`config.mk`:
```
export PLATFORM = sky130hd
export DESIGN_NAME = serial_subtractor
export DESIGN_NICKNAME = d
export VERILOG_FILES = /design/src/rtl/serial_arith_pkg.sv /design/src/rtl/full_subtractor.sv /design/src/rtl/serial_subtractor.sv
export SDC_FILE = /design/constraint.sdc
export NUM_CORES = 1
export LEC_CHECK = 0
export ABC_AREA = 1
export CAP_MARGIN = 20
export CORE_AREA = 4 4 65 67
export DETAILED_ROUTE_END_ITERATION = 10
export DIE_AREA = 0 0 69 71
export PLACE_DENSITY = 0.72
export SYNTH_ARGS = -nofsm -noshare
export SYNTH_HDL_FRONTEND = slang
export SYNTH_SLANG_ARGS = --single-unit
export TNS_END_PERCENT = 30
```
`constraint.sdc`:
```
create_clock -name clk -period 1.45 [get_ports clk]
set_input_delay 0.29 -clock clk [delete_from_list [all_inputs] [get_ports clk]]
set_output_delay 0.29 -clock clk [all_outputs]
set_load 0.02 [all_outputs]
```
`src/rtl/serial_arith_pkg.sv`:
```
// Shared definitions for the bit-serial arithmetic datapaths.
// Holds the sequencer state encoding and a constant clog2 used to size counters.
// Latency: n/a (types and constant functions only). Backpressure: n/a.
package serial_arith_pkg;

  typedef enum logic [1:0] {
    IDLE = 2'd0,
    RUN  = 2'd1,
    DONE = 2'd2
  } state_t;

  // Ceiling log2 for elaboration-time sizing; clog2(1) == 0.
  function automatic int clog2(input int value);
    int r;
    int v;
    r = 0;
    v = value - 1;
    while (v > 0) begin
      r = r + 1;
      v = v >> 1;
    end
    return r;
  endfunction

endpackage

```
`src/rtl/full_subtractor.sv`:
```
// Single-bit full subtractor cell: computes a - b - bin.
// Ports: diff (difference bit), bout (borrow out), a (minuend bit), b (subtrahend bit), bin (borrow in).
// Latency: combinational. Backpressure: none.
module full_subtractor (
  output logic diff,
  output logic bout,
  input  logic a,
  input  logic b,
  input  logic bin
);

  assign diff = a ^ b ^ bin;
  // Borrow when b exceeds a outright, or when they are equal and a borrow arrives.
  assign bout = (~a & b) | (~(a ^ b) & bin);

endmodule

```
`src/rtl/serial_subtractor.sv`:
```
// Bit-serial WIDTH-bit subtractor: diff/bout = a - b - bin, LSB first, one bit per clock.
// Ports: clk, rst (sync, active-high); start/a/b/bin request with parallel operand load;
//   diff/bout registered result; busy high in RUN and DONE; done one-cycle pulse.
// Latency: start at edge E0 -> done in the cycle after E0+WIDTH; start ignored while busy.
module serial_subtractor
  import serial_arith_pkg::*;
#(
  parameter int WIDTH = 8
) (
  input  logic             clk,
  input  logic             rst,
  input  logic             start,
  input  logic [WIDTH-1:0] a,
  input  logic [WIDTH-1:0] b,
  input  logic             bin,
  output logic [WIDTH-1:0] diff,
  output logic             bout,
  output logic             busy,
  output logic             done
);

  localparam int CW = (clog2(WIDTH) < 1) ? 1 : clog2(WIDTH);
  localparam logic [CW-1:0] LAST = CW'(WIDTH - 1);

  state_t         state;
  logic [WIDTH-1:0] a_sr;
  logic [WIDTH-1:0] b_sr;
  logic [WIDTH-1:0] res_sr;
  logic             borrow;
  logic [CW-1:0]    cnt;

  logic             cell_diff;
  logic             cell_bout;
  logic [WIDTH:0]   res_ext;
  logic [WIDTH-1:0] res_shift;

  full_subtractor u_cell (
    .diff (cell_diff),
    .bout (cell_bout),
    .a    (a_sr[0]),
    .b    (b_sr[0]),
    .bin  (borrow)
  );

  // New difference bit enters at the MSB; written via a WIDTH+1 vector so the
  // slice stays legal when WIDTH is 1.
  assign res_ext   = {cell_diff, res_sr};
  assign res_shift = res_ext[WIDTH:1];

  always_ff @(posedge clk) begin
    if (rst) begin
      state  <= IDLE;
      a_sr   <= '0;
      b_sr   <= '0;
      res_sr <= '0;
      borrow <= 1'b0;
      cnt    <= '0;
      diff   <= '0;
      bout   <= 1'b0;
      busy   <= 1'b0;
      done   <= 1'b0;
    end else begin
      case (state)
        IDLE: begin
          done <= 1'b0;
          if (start) begin
            state  <= RUN;
            a_sr   <= a;
            b_sr   <= b;
            borrow <= bin;
            cnt    <= '0;
            busy   <= 1'b1;
          end else begin
            busy <= 1'b0;
          end
        end
        RUN: begin
          a_sr   <= a_sr >> 1;
          b_sr   <= b_sr >> 1;
          res_sr <= res_shift;
          borrow <= cell_bout;
          cnt    <= cnt + CW'(1);
          busy   <= 1'b1;
          if (cnt == LAST) begin
            // Last bit: publish the assembled result and final borrow together.
            state <= DONE;
            diff  <= res_shift;
            bout  <= cell_bout;
            done  <= 1'b1;
          end
        end
        DONE: begin
          state <= IDLE;
          busy  <= 1'b0;
          done  <= 1'b0;
        end
        default: begin
          state <= IDLE;
          busy  <= 1'b0;
          done  <= 1'b0;
        end
      endcase
    end
  end

endmodule

```
==> metrics.cfg, run 1 <==
[outcome]
outcome = completed

[routing]
ant_nets = 0
via_per_inst = 4.53
firstDrtPassIters = 4
drt-total-wl_um = 3350
drc = 0
wire_per_inst_um = 10.3
first_iter_violations = 83
vias = 1476

[clock_network]
clock_path_buffers = 2
cts_root_buf = clkbuf_8
cts_tree = built
clkLatencyLatePin_ps = 300
htreeDepth = 2
cts_made_buffers = 5
clock-sinks = 40
clk_pin_slew_ps = 80
hold_buffers = 0

[finish]
final_common_cell = nand2_1
areaGrowthSynthToFinish_pct = 25.9
multi_input_area_um2 = 793
drive_gt1_frac = 0.129
post-route-util = 0.616
nets = 300
seq_area_um2 = 801
stdcell_area_um2 = 2240
fillers = 339
final_cell_mix = nand2_1, nor2_1, dfxtp_1
diodes = 0

[critical_path]
cp.required_ps = 1660
crit_path_end_kind = flip-flop
crit_path_max_incr_delay_ps = 330
path_buf_inv = 2
cp_max_fo = 6
critPathArrivalTime_ps = 1500
critPathLaunchType = flip-flop
crit_type = flip-flop to flip-flop
critPathSlowestCell = dfxtp_1
path_delay_family = adder cells
path_cells = ha_1 > ha_1 > inv_1 > nor2_4 > nand2_2 > clkinv_2 > nand2_1 > nand2_1

[die]
dieArea_um2 = 4900
placementRows = 22
boundaryPins = 31
die_w_um = 69
start_util = 0.489
chipHeight_um = 71
core_um2 = 3630

[min_path]
holdCritPathClass = flip-flop to flip-flop

[timing]
drv_slew = 0
holdWs_ps = 466
tns_ps = 0
tightest_slew_ps = 389
finalSetupViolCount = 0
rsz0062_at_grt = false
period_minus_slack_ps = 1300
min_period_over_period = 0.895
fin_ws_ps = 152
hold_violations = 0
clock_skew_ps = 10.9
fmax_mhz = 771
slew_headroom = 0.741

[logic_synthesis]
synth.area.top_cells = dfxtp_1, nand2_1, nor2_1
seq_area_frac_synth = 0.451
yosysWarnings = 0
synthesis.area_um2 = 1780
synth_nets = 266
synth_largest_area_cell = dfxtp_1
synth.top_cell.area_share = 0.451
syn_avg_cell_area_um2 = 7.31
synth_cells = 243
synthDistinctLibCells = 25
synth-seq-cells = 40

[global_routing]
grt_pass1_wl_um = 6060
grt_pass1_vias = 1415
overflow = 0
antenna_found_initial = 0
grt_max_degree = 29
gr-usage-all-layers = 0.153

[pwr]
peakVddDrop_uv = 907
switchingPower_mw = 0.614
seq_power_share = 0.486
p_leak_nw = 1.06
internal_power_mw = 1.83
pwr-share-comb = 0.141
power_switching_share = 0.251
p_per_area_nw_per_um2 = 1090
clockPowerShare = 0.373

[place]
placed_area_um2 = 2140
detailed_place_hpwl_um = 2290
pre_cts_ws_ps = 34.2
port_buffers = 30
gp_congestion = 0.728

[flow_run]
cap_violations = 0

cell families (layout without fill, tap and decap cells):
logic type | Yosys count | after routing | synth area share
simple gates | 135 | 135 | 0.303
buf+inv | 34 | 69 | 0.103
compound gates | 31 | 31 | 0.118
fa+ha+maj | 3 | 3 | 0.0254
flops | 40 | 40 | 0.451
cell type report:
| type | instances | share of cell area |
|---|---|---|
| Clock inverter | 3 | 0.0190 |
| Multi-Input combinational cell | 169 | 0.355 |
| Sequential cell | 40 | 0.358 |
| Timing Repair Buffer | 38 | 0.172 |
| Clock buffer | 5 | 0.0308 |
| Tap cell | 48 | 0.0268 |
| Inverter | 23 | 0.0391 |
per-layer routing:
metal,GRT usage,part of all wire,vias up
met5,0,0,-
met3,0.0625,0.053,8
met4,0.0846,0.024,0
met1,0.179,0.47,628
li1,-,-,808
met2,0.238,0.45,32
worst paths after layout:
path | start | endpoint | slack [ps] | cells after the start
min | diff[5] | diff[5] | 470 | 2
max reg2reg | cnt[0] | diff[3] | 150 | 8
max | cnt[0] | diff[3] | 150 | 8
min reg2reg | diff[5] | diff[5] | 470 | 2
through the flow:
stage,cells,total power [mW]
2_1_floorplan,243,1.45
3_3_place_gp,318,1.55
3_5_place_dp,318,1.56
4_1_cts,326,2.46
5_1_grt,326,2.56
6_report,326,2.44
power groups by stage:
stage / clock network (mW) / registers [mW] / logic, mW
floorplan: 0 / 1.21 / 0.242
CTS: 0.923 / 1.19 / 0.348
global route: 0.972 / 1.19 / 0.396
global placement: 0 / 1.21 / 0.343
detailed placement: 0 / 1.21 / 0.347
finish: 0.913 / 1.19 / 0.344
cell usage after synthesis:
library cell	instances
a21oi_1	5
buf_2	2
buf_4	1
buf_6	5
clkbuf_1	2
clkbuf_8	1
clkinv_2	1
dfxtp_1	40
fa_1	1
ha_1	2
inv_1	20
inv_2	2
nand2_1	65
nand2_2	2
nand2_4	1
nand3_1	6
nor2_1	58
nor2_2	1
nor2_4	1
nor3_1	1
o21a_1	1
o21ai_0	11
o21ai_1	2
o21ai_2	11
o21ai_4	1
flip-flops by register name (all words and copies together) (netlist names):
register / count
a_sr: 8
b_sr: 8
borrow: 1
bout: 1
busy: 1
cnt: 3
diff: 8
done: 1
res_sr: 7
state: 2
worst register-to-register path: cells and delay by family, from the launching register on:
kind          cells  cell delay, ps
flops             1             330
buf+inv           2             220
simple gates      4             270
fa+ha+maj         2             400
what timing repair did:
item                       in CTS  in global routing
setup buffers                   0                  0
setup endpoints to repair      11                  1
pin swaps                       0                  1
gates resized for setup        11                  0
Power figures use the tool's default switching activity.
==> run 2: changes to the inputs <==
- CAP_MARGIN: 20 -> 15
==> results of run 2 <==
Same layout as run 1: the final DEF is identical, and so are final timing and power.
==> variant 1 (settings of run 2) <==
The parameter `WIDTH` goes from 8 to 9.
--- a/src/rtl/serial_subtractor.sv
+++ b/src/rtl/serial_subtractor.sv
@@ -5,7 +5,7 @@
 module serial_subtractor
   import serial_arith_pkg::*;
 #(
-  parameter int WIDTH = 8
+  parameter int WIDTH = 9
 ) (
   input  logic             clk,
   input  logic             rst,
Ports: changed (resized a, b and diff); port bits go from 31 to 34. The function was not compared with the original's and may differ.
==> variant 1 against run 2 <==
Worst setup slack lost 0.0020 ns; final cell count is 8.0% higher; sequential cell count grew 5; total power rose by 7.4%; combinational power rose by 22%; clock power decreased by 8.7%; count of clock-buffer cells in the layout is 2 higher; clock skew decreased by 0.0056 ns; synthesized cell count is 9.1% higher; synthesized area is 5.0% higher; cell area rose by 6.0%; via count rose by 13%; wire length up 10%; critical endpoint is now diff[2]; largest cell class unchanged; largest power group unchanged.
==> variant 1: results (changes against run 2) <==
status finished, final reports clean; Worst R2R Setup Slack roughly 0.15 ns; Worst-Skew Late Latency about 0.29 ns; Synth top cells by count nor2_1 (76), nand2_1 (63), dfxtp_1 (45), o21ai_0 (27), o21ai_1 (9); Initial DRT Pass Iterations 4 (unchanged); Routed met2 length 1740 um (+16%); total CTS buffers 5 (unchanged); first-pass GRT wire length 6450 um (+6.5%); hold crit path type reg -> reg; register share of total power 52.3% (+3.7 points); final setup margin 0.150 ns (-0.00201 ns); GP Congestion 0.749 (+2.9%); Critical Path AT 1.49 ns; crit path from cnt[0]; input/output buffers 33 (+10%); Power Clock 0.000834 W (-8.7%); LEAKAGE 1.10 nW (+3.2%); end of the critical path diff[2]; Tightest Pin Transition 0.450 ns (+0.0611 ns); CTS root buf clkbuf_8; syn nets 290 (+9.0%); worst-path fanout max 7 (+1); Final Skew 0.00530 ns (-0.00563 ns); metal3 WL 158 um (-11%); CTS H-tree lvls 2 (unchanged); Starting DRT DRC Count 120 (+45%); Synth area leaders dfxtp_1 (48%), nor2_1 (15%), nand2_1 (13%); Reg2Reg Depth 8 (unchanged); Yosys cell types 22 (-12%); Mapped Cells 265 (+9.1%); Synth Warn # 0 (unchanged); largest net degree at the start of global routing 27 (-6.9%); placed cells 344 (+8.2%); Peak VDD IR 0.000601 V (-34%); ant diodes 0 (unchanged); Nets 328 (+9.3%); Main synth FF type dfxtp_1; routed vias 1665 (+13%); M1 wire length 1740 um (+9.8%); GRT Overall Usage 16.0% (+0.65 points); Post-synth ARST share 0% (unchanged); dpl ws 0.00414 ns (-0.0301 ns); initial antenna violation count 0 (unchanged); WL final 3700 um (+10%); top layer in use met4; DPL Wire Length 2580 um (+13%); Top Registers a_sr (9), b_sr (9), diff (9); Clock Tree Buf Depth 2 (unchanged); vias in the first global route 1494 (+5.6%); Finished Layout Cells 352 (+8.0%); register area share after synthesis 48.3% (+3.2 points); share of layout cells above drive strength 1 9.54% (-3.4 points); Sw Pwr 0.000685 W (+11%); clock transition at the registers of the reported paths 0.08 ns (about the same)
[variant 1: cell types whose count changed after synthesis, moves of 2 or more]
cell             run 2  this run
nor2_1              58        76
o21ai_0             11        27
inv_1               20         8
o21ai_2             11         1
o21ai_1              2         9
buf_2                2         7
dfxtp_1             40        45
buf_6                5         2
a21oi_1              5         3
clkbuf_1             2         4
nand2_1             65        63
[variant 1: stage by stage]
stage | cell area, um^2 | TNS [ns] | utilization, % | total power [W] | hold slack (ns)
3_5_place_dp | 2280 | 0 | 62.7 | 0.00182 | 0.467
3_3_place_gp | 2280 | 0 | 62.7 | 0.00182 | 0.455
6_report | 2370 | 0 | 65.3 | 0.00263 | 0.477
2_1_floorplan | 1870 | 0 | - | 0.00168 | 0.359
5_1_grt | 2370 | 0 | 65.3 | 0.00277 | 0.512
4_1_cts | 2360 | -0.00791 | 65.1 | 0.00264 | 0.480
[variant 1: worst max-delay path, stage by stage, from the launching register on]
cell     delay [ns]
dfxtp_1        0.32
inv_1          0.05
ha_1           0.13
nand2_1        0.06
nor2_2         0.14
nand2_2        0.15
buf_4          0.19
o21ai_1        0.11
nor2_1         0.04
[variant 1: metal layers]
metal | GRT usage (%) | vias up
met5 | 0 | -
met4 | 6.51 | 0
met3 | 4.26 | 6
met2 | 26.7 | 31
met1 | 19.5 | 727
li1 | - | 901
[variant 1: kinds of logic (layout without fill, tap and decap cells)]
| kind of cell | count (synthesis) | in the layout | synth area share (%) |
|---|---|---|---|
| and+or+nand+nor | 151 | 151 | 31.5 |
| DFF | 45 | 45 | 48.3 |
| AOI/OAI and AO/OA | 41 | 41 | 11.3 |
| buffers and inverters | 25 | 64 | 6.51 |
| adders and majority gates | 3 | 3 | 2.41 |
[variant 1: repair_timing]
action / 4_1_cts / 5_1_grt
hold buffers: 0 / 0
setup endpoints to repair: 13 / 10
resized for setup: 12 / 3
setup buffers: 0 / 0
[variant 1: final cells by class]
cell class | count | area [um^2]
sequential | 45 | 901
fill | 364 | 1260
inverter | 11 | 43.8
multi-input combinational | 195 | 848
timing repair buffer | 45 | 418
tap | 48 | 60.1
clock inverter | 1 | 5.00
clock buffer | 7 | 96.3
[variant 1: worst min-delay path by stage]
stage / cells past startpoint / slack, ns / startpoint / end
global route: 2 / 0.51 / b_sr[8] / b_sr[8]
CTS: 2 / 0.48 / b_sr[8] / b_sr[8]
detailed placement: 2 / 0.47 / b_sr[8] / b_sr[8]
floorplan: 1 / 0.36 / rst / cnt[2]
finish: 2 / 0.48 / done / done
global placement: 2 / 0.46 / done / done
==> variant 2 (config.mk and constraints of run 2) <==
Without the edit above. The 3 states of `state_t` get a one-hot encoding in 3 bits.
--- a/src/rtl/serial_arith_pkg.sv
+++ b/src/rtl/serial_arith_pkg.sv
@@ -3,10 +3,10 @@
 // Latency: n/a (types and constant functions only). Backpressure: n/a.
 package serial_arith_pkg;
 
-  typedef enum logic [1:0] {
-    IDLE = 2'd0,
-    RUN  = 2'd1,
-    DONE = 2'd2
+  typedef enum logic [2:0] {
+    IDLE = 3'b001,
+    RUN  = 3'b010,
+    DONE = 3'b100
   } state_t;
 
   // Ceiling log2 for elaboration-time sizing; clog2(1) == 0.
Check against the original RTL: same outputs for any inputs over 10 cycles, from zero or initial values and one cycle with rst high; not proved beyond that.
==> variant 2 against run 2 <==
Wire length is 22% higher; critical path depth is 2 lower; synthesized area is 5.5% higher; global-route usage is 2.6 points higher; cell area is 5.1% higher; first-iteration DRC count is 24% lower; worst setup slack worse by 0.00077 ns; sequential cell count is 1 higher; hold slack worse by 0.0021 ns; total power is 8.9% higher; clock skew is 0.0048 ns lower; highest routed layer unchanged.
==> variant 2: results (changes against run 2) <==
Nets 307 (+2.3%); M1 wire length 1840 um (+16%); register area share after synthesis 43.8% (-1.3 points); Top Registers a_sr (8), b_sr (8), diff (8); number of vias per cell 5.01 (+11%); vias in the first global route 1600 (+13%); relative slew slack 79.1% (+5.1 points); GP Congestion 0.762 (+4.6%); FILL cells 336 (-0.88%); Yosys cell types 26 (+4.0%); WL final 4080 um (+22%); LEAKAGE 1.11 nW (+4.8%); placed cells 325 (+2.2%); metal3 WL 198 um (+11%); worst-path fanout max 21 (+15); largest net degree at the start of global routing 24 (-17%); Sw Pwr 0.000627 W (+2.1%); status finished, final reports clean; Synth area leaders dfxtp_1 (44%), nand2_1 (13%), nor2_1 (9.0%); syn nets 272 (+2.3%); Logic pwr share 13.3% (-0.8 points); DPL Wire Length 2780 um (+21%); share of layout cells above drive strength 1 11.2% (-1.7 points); Final Skew 0.00613 ns (-0.00480 ns); Peak VDD IR 0.000865 V (-4.7%); GRT Overall Usage 17.9% (+2.6 points); Starting DRT DRC Count 63 (-24%); routed length per instance 12.3 um (+19%); Net Sw Frac 23.6% (-1.6 points)
variant 2: worst paths after layout:
path	start	to	slack [ns]	cells past startpoint
setup / recovery	state[0]	diff[5]	0.15	6
hold / removal	bout	bout	0.46	2
setup reg to reg	state[0]	diff[5]	0.15	6
hold reg to reg	bout	bout	0.46	2
variant 2: layer usage:
metal  vias up  global-route usage (%)
met2        36                    30.8
met4         0                    5.86
met1       764                    20.7
met3         8                    6.39
li1        861                       -
met5         -                       0
variant 2: cell families (layout without fill, tap and decap cells):
kind of cell	after synthesis	in the layout	synth area share, %
compound gates	19	19	5.41
simple gates	160	160	39.8
flops	41	41	43.8
fa+ha+maj	3	3	2.40
buf+inv	26	62	8.61
variant 2: layout make-up:
cell class | count | area [um^2] | area share (%)
Multi-Input combinational cell | 182 | 892 | 37.9
Clock buffer | 5 | 68.8 | 2.93
Sequential cell | 41 | 821 | 34.9
Tap cell | 48 | 60.1 | 2.55
Timing Repair Buffer | 43 | 397 | 16.9
Inverter | 11 | 48.8 | 2.07
Clock inverter | 3 | 65.1 | 2.77
variant 2: timing repair:
item | 4_1_cts | 5_1_grt
hold buffers | 0 | 0
setup endpoints to repair | 11 | 0
gates resized for setup | 11 | 0
variant 2: per-stage QoR:
step                      hold WS [ns]  setup TNS (ns)  utilization, %  area, um^2  setup WS (ns)
after CTS                        0.466               0            64.7        2350          0.153
after global routing             0.486               0            64.7        2350         0.0105
after global placement           0.447               0            61.4        2230         0.0101
final                            0.464               0            64.7        2350          0.152
after floorplan                  0.429               0               -        1870          0.207
after detailed placement         0.454          -0.199            61.4        2230        -0.0514
variant 2: worst max-delay path, stage by stage, from the launching register on:
cell and delay [ns]:
dfxtp_1 0.38, nor2_4 0.17, nand2_8 0.15, inv_6 0.17, nand2_2 0.15, nand3_1 0.11
nand2_1 0.06
